**src/rtl/wifi_interleaver_pkg.sv**
```systemverilog
// -----------------------------------------------------------------------------
// wifi_interleaver_pkg
// Shared definitions for the 802.11a/g interleaver and the future deinterleaver:
// modulation mode encoding, per-mode N_CBPS / s lookups and the bank-state enum.
// -----------------------------------------------------------------------------
package wifi_interleaver_pkg;

  localparam logic [1:0] MODE_BPSK  = 2'd0;
  localparam logic [1:0] MODE_QPSK  = 2'd1;
  localparam logic [1:0] MODE_QAM16 = 2'd2;
  localparam logic [1:0] MODE_QAM64 = 2'd3;

  typedef enum logic [1:0] {
    BANK_EMPTY   = 2'd0,
    BANK_FILLING = 2'd1,
    BANK_FULL    = 2'd2
  } bank_state_t;

  // Coded bits per OFDM symbol for each mode.
  function automatic logic [8:0] n_cbps_of(input logic [1:0] m);
    logic [8:0] n;
    case (m)
      MODE_BPSK:  n = 9'd48;
      MODE_QPSK:  n = 9'd96;
      MODE_QAM16: n = 9'd192;
      default:    n = 9'd288;
    endcase
    return n;
  endfunction

  // s = max(N_BPSC/2, 1) for each mode.
  function automatic logic [1:0] s_of(input logic [1:0] m);
    logic [1:0] s;
    case (m)
      MODE_BPSK:  s = 2'd1;
      MODE_QPSK:  s = 2'd1;
      MODE_QAM16: s = 2'd2;
      default:    s = 2'd3;
    endcase
    return s;
  endfunction

endpackage

```
**src/rtl/wifi_interleaver_multi_addr_gen.sv**
```systemverilog
// -----------------------------------------------------------------------------
// interleaver_addr_gen
// Combinational map from input bit index k to interleaved address j, covering
// both permutations (column/row, then adjacent-bit rotation within groups of s).
// Ports:
//   i_mode  modulation mode (selects N_CBPS and s)
//   i_k     input bit index, 0..N_CBPS-1
//   o_j     buffer address for that bit
// -----------------------------------------------------------------------------
module interleaver_addr_gen
  import wifi_interleaver_pkg::*;
#(
  parameter int CNT_W = 9
) (
  input  logic [1:0]       i_mode,
  input  logic [CNT_W-1:0] i_k,
  output logic [CNT_W-1:0] o_j
);

  logic [CNT_W-1:0] w_col;
  logic [CNT_W-1:0] w_row;
  logic [CNT_W-1:0] w_i;
  logic [CNT_W-1:0] w_f;

  assign w_col = {{(CNT_W-4){1'b0}}, i_k[3:0]};
  assign w_row = i_k >> 4;

  // floor(16*i/N_CBPS) is computed as floor(i/N_ROWS) so it never overflows.
  always_comb begin
    w_i = '0;
    w_f = '0;
    o_j = '0;
    case (i_mode)
      MODE_BPSK: begin
        w_i = CNT_W'(3) * w_col + w_row;
        o_j = w_i;
      end
      MODE_QPSK: begin
        w_i = CNT_W'(6) * w_col + w_row;
        o_j = w_i;
      end
      MODE_QAM16: begin
        // s=2 and N_CBPS even: the rotation is just the parity of (i - f).
        w_i = CNT_W'(12) * w_col + w_row;
        w_f = w_i / CNT_W'(12);
        o_j = {w_i[CNT_W-1:1], w_i[0] ^ w_f[0]};
      end
      default: begin
        // s=3: 288 is congruent to 18 mod 3; 18 >= max f keeps the sum positive
        // and inside CNT_W bits.
        w_i = CNT_W'(18) * w_col + w_row;
        w_f = w_i / CNT_W'(18);
        o_j = (w_i / CNT_W'(3)) * CNT_W'(3)
            + (w_i + CNT_W'(18) - w_f) % CNT_W'(3);
      end
    endcase
  end

endmodule

```
**src/rtl/wifi_interleaver_multi.sv**
```systemverilog
// -----------------------------------------------------------------------------
// wifi_interleaver_multi
// 802.11a/g block interleaver for BPSK/QPSK/16-QAM/64-QAM with a ping-pong
// bit buffer. One bank is written in permuted order while the other is read
// sequentially, so back-to-back symbols stream without bubbles.
// Ports:
//   Clock, Reset           rising-edge clock, async active-high reset
//   mode                   modulation select, sampled on the first bit of a symbol
//   in_bit/in_valid/in_ready     input stream
//   out_bit/out_valid/out_ready  output stream
//   out_last               final bit of a symbol
//   out_mode               mode of the symbol being output
// Handshake: a beat moves on a rising edge where valid && ready; valid never
// depends on ready, and the payload holds steady while valid && !ready.
// -----------------------------------------------------------------------------
module wifi_interleaver_multi
  import wifi_interleaver_pkg::*;
#(
  parameter int MAX_N_CBPS = 288,
  parameter int CNT_W      = 9
) (
  input  logic       Clock,
  input  logic       Reset,
  input  logic [1:0] mode,
  input  logic       in_bit,
  input  logic       in_valid,
  output logic       in_ready,
  output logic       out_bit,
  output logic       out_valid,
  input  logic       out_ready,
  output logic       out_last,
  output logic [1:0] out_mode
);

  logic [MAX_N_CBPS-1:0] r_bank [2];
  bank_state_t           r_state [2];
  logic                  r_wr_bank;
  logic [CNT_W-1:0]      r_wr_cnt;
  logic [CNT_W-1:0]      r_rd_cnt;
  logic [1:0]            r_wr_mode;
  logic [1:0]            r_rd_mode;
  logic                  r_out_valid;

  logic                  w_rd_bank;
  logic [1:0]            w_cur_mode;
  logic [CNT_W-1:0]      w_wr_last_idx;
  logic [CNT_W-1:0]      w_rd_last_idx;
  logic [CNT_W-1:0]      w_wr_addr;
  logic                  w_wr_full;
  logic                  w_in_fire;
  logic                  w_out_fire;
  logic                  w_wr_done;
  logic                  w_rd_done;
  logic                  w_rd_idle;
  logic                  w_swap;

  // The read bank is always the one not being written.
  assign w_rd_bank = ~r_wr_bank;

  // At k=0 the live mode input applies; afterwards the captured one.
  assign w_cur_mode    = (r_wr_cnt == '0) ? mode : r_wr_mode;
  assign w_wr_last_idx = CNT_W'(n_cbps_of(w_cur_mode)) - CNT_W'(1);
  assign w_rd_last_idx = CNT_W'(n_cbps_of(r_rd_mode)) - CNT_W'(1);

  assign w_wr_full  = (r_state[r_wr_bank] == BANK_FULL);
  assign in_ready   = ~w_wr_full;
  assign w_in_fire  = in_valid & in_ready;
  assign w_out_fire = r_out_valid & out_ready;
  assign w_wr_done  = w_in_fire & (r_wr_cnt == w_wr_last_idx);
  assign w_rd_done  = w_out_fire & (r_rd_cnt == w_rd_last_idx);
  assign w_rd_idle  = ~r_out_valid | w_rd_done;
  // Swap on the completing write edge itself, or later once the reader frees up.
  assign w_swap     = (w_wr_done | w_wr_full) & w_rd_idle;

  interleaver_addr_gen #(.CNT_W(CNT_W)) u_addr_gen (
    .i_mode (w_cur_mode),
    .i_k    (r_wr_cnt),
    .o_j    (w_wr_addr)
  );

  // Buffer contents need no reset: a bank is only read after a full write.
  always_ff @(posedge Clock) begin
    if (w_in_fire) r_bank[r_wr_bank][w_wr_addr] <= in_bit;
  end

  always_ff @(posedge Clock or posedge Reset) begin
    if (Reset) begin
      r_state[0]  <= BANK_EMPTY;
      r_state[1]  <= BANK_EMPTY;
      r_wr_bank   <= 1'b0;
      r_wr_cnt    <= '0;
      r_rd_cnt    <= '0;
      r_wr_mode   <= MODE_BPSK;
      r_rd_mode   <= MODE_BPSK;
      r_out_valid <= 1'b0;
    end else begin
      if (w_in_fire) begin
        if (r_wr_cnt == '0) r_wr_mode <= mode;
        r_wr_cnt <= w_wr_done ? '0 : r_wr_cnt + CNT_W'(1);
      end
      if (w_swap) begin
        r_wr_bank           <= w_rd_bank;
        r_state[r_wr_bank]  <= BANK_FULL;
        r_state[w_rd_bank]  <= BANK_EMPTY;
        r_rd_mode           <= r_wr_mode;
        r_rd_cnt            <= '0;
        r_out_valid         <= 1'b1;
      end else begin
        if (w_in_fire) r_state[r_wr_bank] <= w_wr_done ? BANK_FULL : BANK_FILLING;
        if (w_rd_done) begin
          r_state[w_rd_bank] <= BANK_EMPTY;
          r_out_valid        <= 1'b0;
          r_rd_cnt           <= '0;
        end else if (w_out_fire) begin
          r_rd_cnt <= r_rd_cnt + CNT_W'(1);
        end
      end
    end
  end

  assign out_valid = r_out_valid;
  assign out_bit   = r_out_valid & r_bank[w_rd_bank][r_rd_cnt];
  assign out_last  = r_out_valid & (r_rd_cnt == w_rd_last_idx);
  assign out_mode  = r_rd_mode;

endmodule

```
**config.mk**
```make
export PLATFORM = sky130hd
export DESIGN_NAME = wifi_interleaver_multi
export DESIGN_NICKNAME = d
export VERILOG_FILES = /design/src/rtl/wifi_interleaver_pkg.sv /design/src/rtl/wifi_interleaver_multi_addr_gen.sv /design/src/rtl/wifi_interleaver_multi.sv
export SDC_FILE = /design/constraint.sdc
export NUM_CORES = 1
export LEC_CHECK = 0
export ABC_CLOCK_PERIOD_IN_PS = 15700
export BUFFER_PORTS_ARGS = -buffer_cell sky130_fd_sc_hd__buf_2
export CORE_ASPECT_RATIO = 1.25
export CORE_MARGIN = 1.5
export CORE_UTILIZATION = 45
export DETAILED_ROUTE_END_ITERATION = 10
export HOLD_SLACK_MARGIN = 0.15
export PLACE_DENSITY_LB_ADDON = 0.08
export SYNTH_ARGS = -nofsm -noshare
export SYNTH_HDL_FRONTEND = slang
export SYNTH_HIERARCHICAL = 1
export SYNTH_SLANG_ARGS = --single-unit
```
**constraint.sdc**
```tcl
create_clock -name Clock -period 15.7 [get_ports Clock]
set_input_delay 0.785 -clock Clock [delete_from_list [all_inputs] [get_ports Clock]]
set_output_delay 0.785 -clock Clock [all_outputs]
set_load 0.01 [all_outputs]
```
==> results.txt <==
----------------------------------------------------
[Outcome]
  Outcome ... completed

[Logic synthesis]
  Proportion of netlist area held by the largest area contributor ... about 54%
  Gate Count Post-Synth ... 2662
  Post-Syn Nets ... approximately 2700
  Average instance area after synthesis ... 12.0 um2
  Most common flop cell mapped by yosys ... edfxtp_1
  Top cells by instance count after synthesis ... nor2_1, edfxtp_1, nand2_1, mux4_2, clkbuf_1
  Yosys reg bits ... 604
  Adder-Cell Fraction of Synth Area ... 3.22%
  EDFF count, synth ... 576
  Dominant combinational cell family by area after synthesis ... simple AND/OR/NAND/NOR gates
  Share of synthesized area occupied by flip-flops and latches ... 56.4%
  Mux cell area share after synthesis ... 11.8%
  Number of distinct library cell variants in the gate-level netlist after synthesis ... 110
  Cell taking the most area after synthesis ... edfxtp_1
  Area fraction in compound gates after synthesis ... 9.41%
  Parity-gate share of the synthesized area counting xor and xnor cells ... 1.67%
  Top-count cell post-synth ... nor2_1
  Async S/R FF share, synth ... 4.64%
  Most area-consuming cells after synthesis ... edfxtp_1, mux4_2, nor2_1, dfrtp_1, ha_1
  Simple-Gate Fraction of Synth Area ... 14.1%
  Cell area after technology mapping ... between 30000 and 40000 um2
  Number of warnings issued by yosys ... 6

[Hold path]
  Kind of path behind the tightest hold check ... primary input to asynchronous set/reset pin

[Timing]
  Count of final max-slew check failures ... 0
  Setup slack after layout ... between 1000 and 1500 ps
  Peak clock frequency supported by timing ... 68.2 MHz
  Crit share post-route ... 93.5%
  Maximum clock skew at final layout ... 30.0 ps
  Worst slew margin relative to its limit ... between 10% and 20%
  Total negative setup slack ... 0 ps
  RSZ-0062 raised after global routing ... false
  Minimum clock period after layout ... between 10000 and 15000 ps
  Final hold violation count ... 0
  Finish-stage setup viols ... 0
  Slew @ Worst Pin ... 1230 ps

[Die]
  Die ar. ... 72500 um2
  Area inside the core boundary ... approximately 70000 um2
  I/O pin count ... 13
  Initial Util ... between 40% and 50%
  Placement Rows ... 108
  Die H ... 301 um
  Die outline width ... approximately 240 um

[Clock tree]
  Number of buffers inserted to repair setup after CTS ... 0
  TritonCTS clock tree ... yes
  CTS sink cnt ... 604
  Worst-case clock buffer depth ... 3
  Worst-Skew Late Latency ... roughly 640 ps
  Root Buffer Master ... clkbuf_16
  CTS Hold Buffers Added ... 0
  Number of buffers created by CTS ... 61
  Clock edge transition at the registers on the reported setup and hold paths ... about 60 ps
  H-Tree Level Count ... 2

[Drt]
  Number of DRC markers after the initial detailed-route iteration ... 2005
  Total DRC errors in the routed layout ... 0
  DR vias ... 21745
  Wire length per cell ... 24.3 um
  First-pass iteration count of the detailed router ... 6
  Ratio of routed vias to standard cells ... 6.05
  Remaining number of nets flagged by the antenna check after routing ... 0
  Post-detailed-routing wire length ... 87.4 mm

[Critical path]
  Crit end category ... register
  R2r startpoint ... r_wr_cnt[5]
  Arrival time reported for the critical path endpoint ... approximately 15000 ps
  Combined buffer and inverter count along the critical path ... 8
  Required time of the critical path ... around 16000 ps
  Critical Path Fanout Max ... 20
  Type of the worst setup path ... register to register
  Origin of the worst setup path ... r_wr_cnt[5]
  Cell with the biggest individual delay on the critical path ... a31oi_1
  Slowest Stage Delay on Critical Path ... between 600 and 700 ps
  Category of the worst setup path launch point ... register
  Slack of the worst reg-to-reg path ... between 1000 and 1500 ps
  Crit-path leading delay family ... compound AO/OA/AOI/OAI gates

[GRT]
  Global Route Usage Sum ... 24.4%
  Largest net degree at the start of global routing ... 257
  Antenna violations before repair ... 2
  Vias in the first global route ... between 20000 and 25000
  Global route overflow ... 0
  Wire length of the first global-routing pass ... 133 mm

[Place]
  Port buffer count ... 12
  Routability cong. ... 0.896
  Cells after DPL ... 3481
  Pre-CTS setup slack ... 837 ps
  Dpl hpwl ... 54.0 mm

[Cells and area]
  Layout net count ... 2687
  Share of post-route cells with drive strength above 1 ... between 10 and 15%
  Number of standard cells in the layout, taps in and fillers out ... 3596
  P&R area growth vs syn ... 8.88%
  Number of diodes ... 0

[Flow run]
  Total of max-cap violations ... 0

----------------------------------------------------
[cell usage in the layout, fill, tap and decap left out, types with 10 or more instances in the layout]
cell type	Yosys	final
buf_4	14	55
nor3_1	27	27
xnor2_1	35	34
a22oi_1	20	20
or2_2	10	10
nand2b_1	13	13
edfxtp_1	576	576
dfrtp_1	28	24
clkinv_1	2	18
buf_2	36	11
o2111ai_1	11	11
or3_1	11	11
nor4_1	10	10
xor2_1	14	14
clkinv_2	0	16
o211ai_1	22	22
and3_1	15	15
fa_1	17	17
o22ai_1	15	15
a221oi_1	22	22
a21oi_1	88	88
mux2i_1	58	58
o21ai_0	77	77
a211oi_1	18	18
nand2_1	157	156
nor2_1	681	680
nor2b_1	19	19
ha_1	54	54
nand4_1	11	11
a21o_1	13	13
nand3_1	47	47
clkbuf_1	126	11
a31oi_1	14	14
mux2_2	14	14
inv_1	64	64
mux4_2	133	133
clkbuf_16	0	61
[flip-flops by register name (all words and copies together) (netlist names)]
signal     count
r_wr_cnt       9
r_wr_bank      1
r_state        4
r_bank       576
out_mode       2
r_wr_mode      2
r_rd_cnt       9
out_valid      1
[metal layers]
layer	part of all wire (%)	wire (um)	track usage, %	up-vias
met5	0.027	24	0	-
met4	2.5	2220	6.49	4
met3	5.8	5060	2.96	132
met2	51	44900	43.5	712
met1	40	35200	31.2	11128
li1	-	-	-	9769
[layout make-up]
class	count	area, um2
fill	6272	35000
sequential	604	18000
multi-input combinational	1804	12800
clock buffer	72	1570
tap	935	1170
timing repair buffer	70	543
clock inverter	43	347
inverter	68	255
[stage by stage]
step	util (%)	hold WS [ps]	cell area [um2]
2_1_floorplan	-	510	31900
3_3_place_gp	47.0	538	32800
3_5_place_dp	47.0	539	32800
4_1_cts	49.8	448	34700
5_1_grt	49.8	529	34700
6_report	49.8	441	34700
[timing repair]
item / in CTS / in global routing
resized for setup: 0 / 4
hold endpoints to repair: 0 / 0
endpoints found under the setup margin: 0 / 396
[worst paths after layout]
kind | endpoint | cells past startpoint
setup / recovery | r_bank[0][165] | 57
hold / removal | r_state[1] | 2
setup reg to reg | r_bank[0][165] | 57
hold reg to reg | r_rd_cnt[3] | 2
max in group asynchronous | r_rd_cnt[0] | 2
min in group Clock | r_state[0] | 3
[logic make-up after synthesis]
kind of cell,after synthesis
flip-flops,604
AO/OA/AOI/OAI,421
AND/OR/NAND/NOR,1050
buffers and inverters,254
adder cells (fa/ha/maj),72
multiplexers,207
XOR/XNOR,54
Power is left out: the tool's default activity adds up to more than one toggle a clock period on the data nets, which glitch-free logic cannot reach.
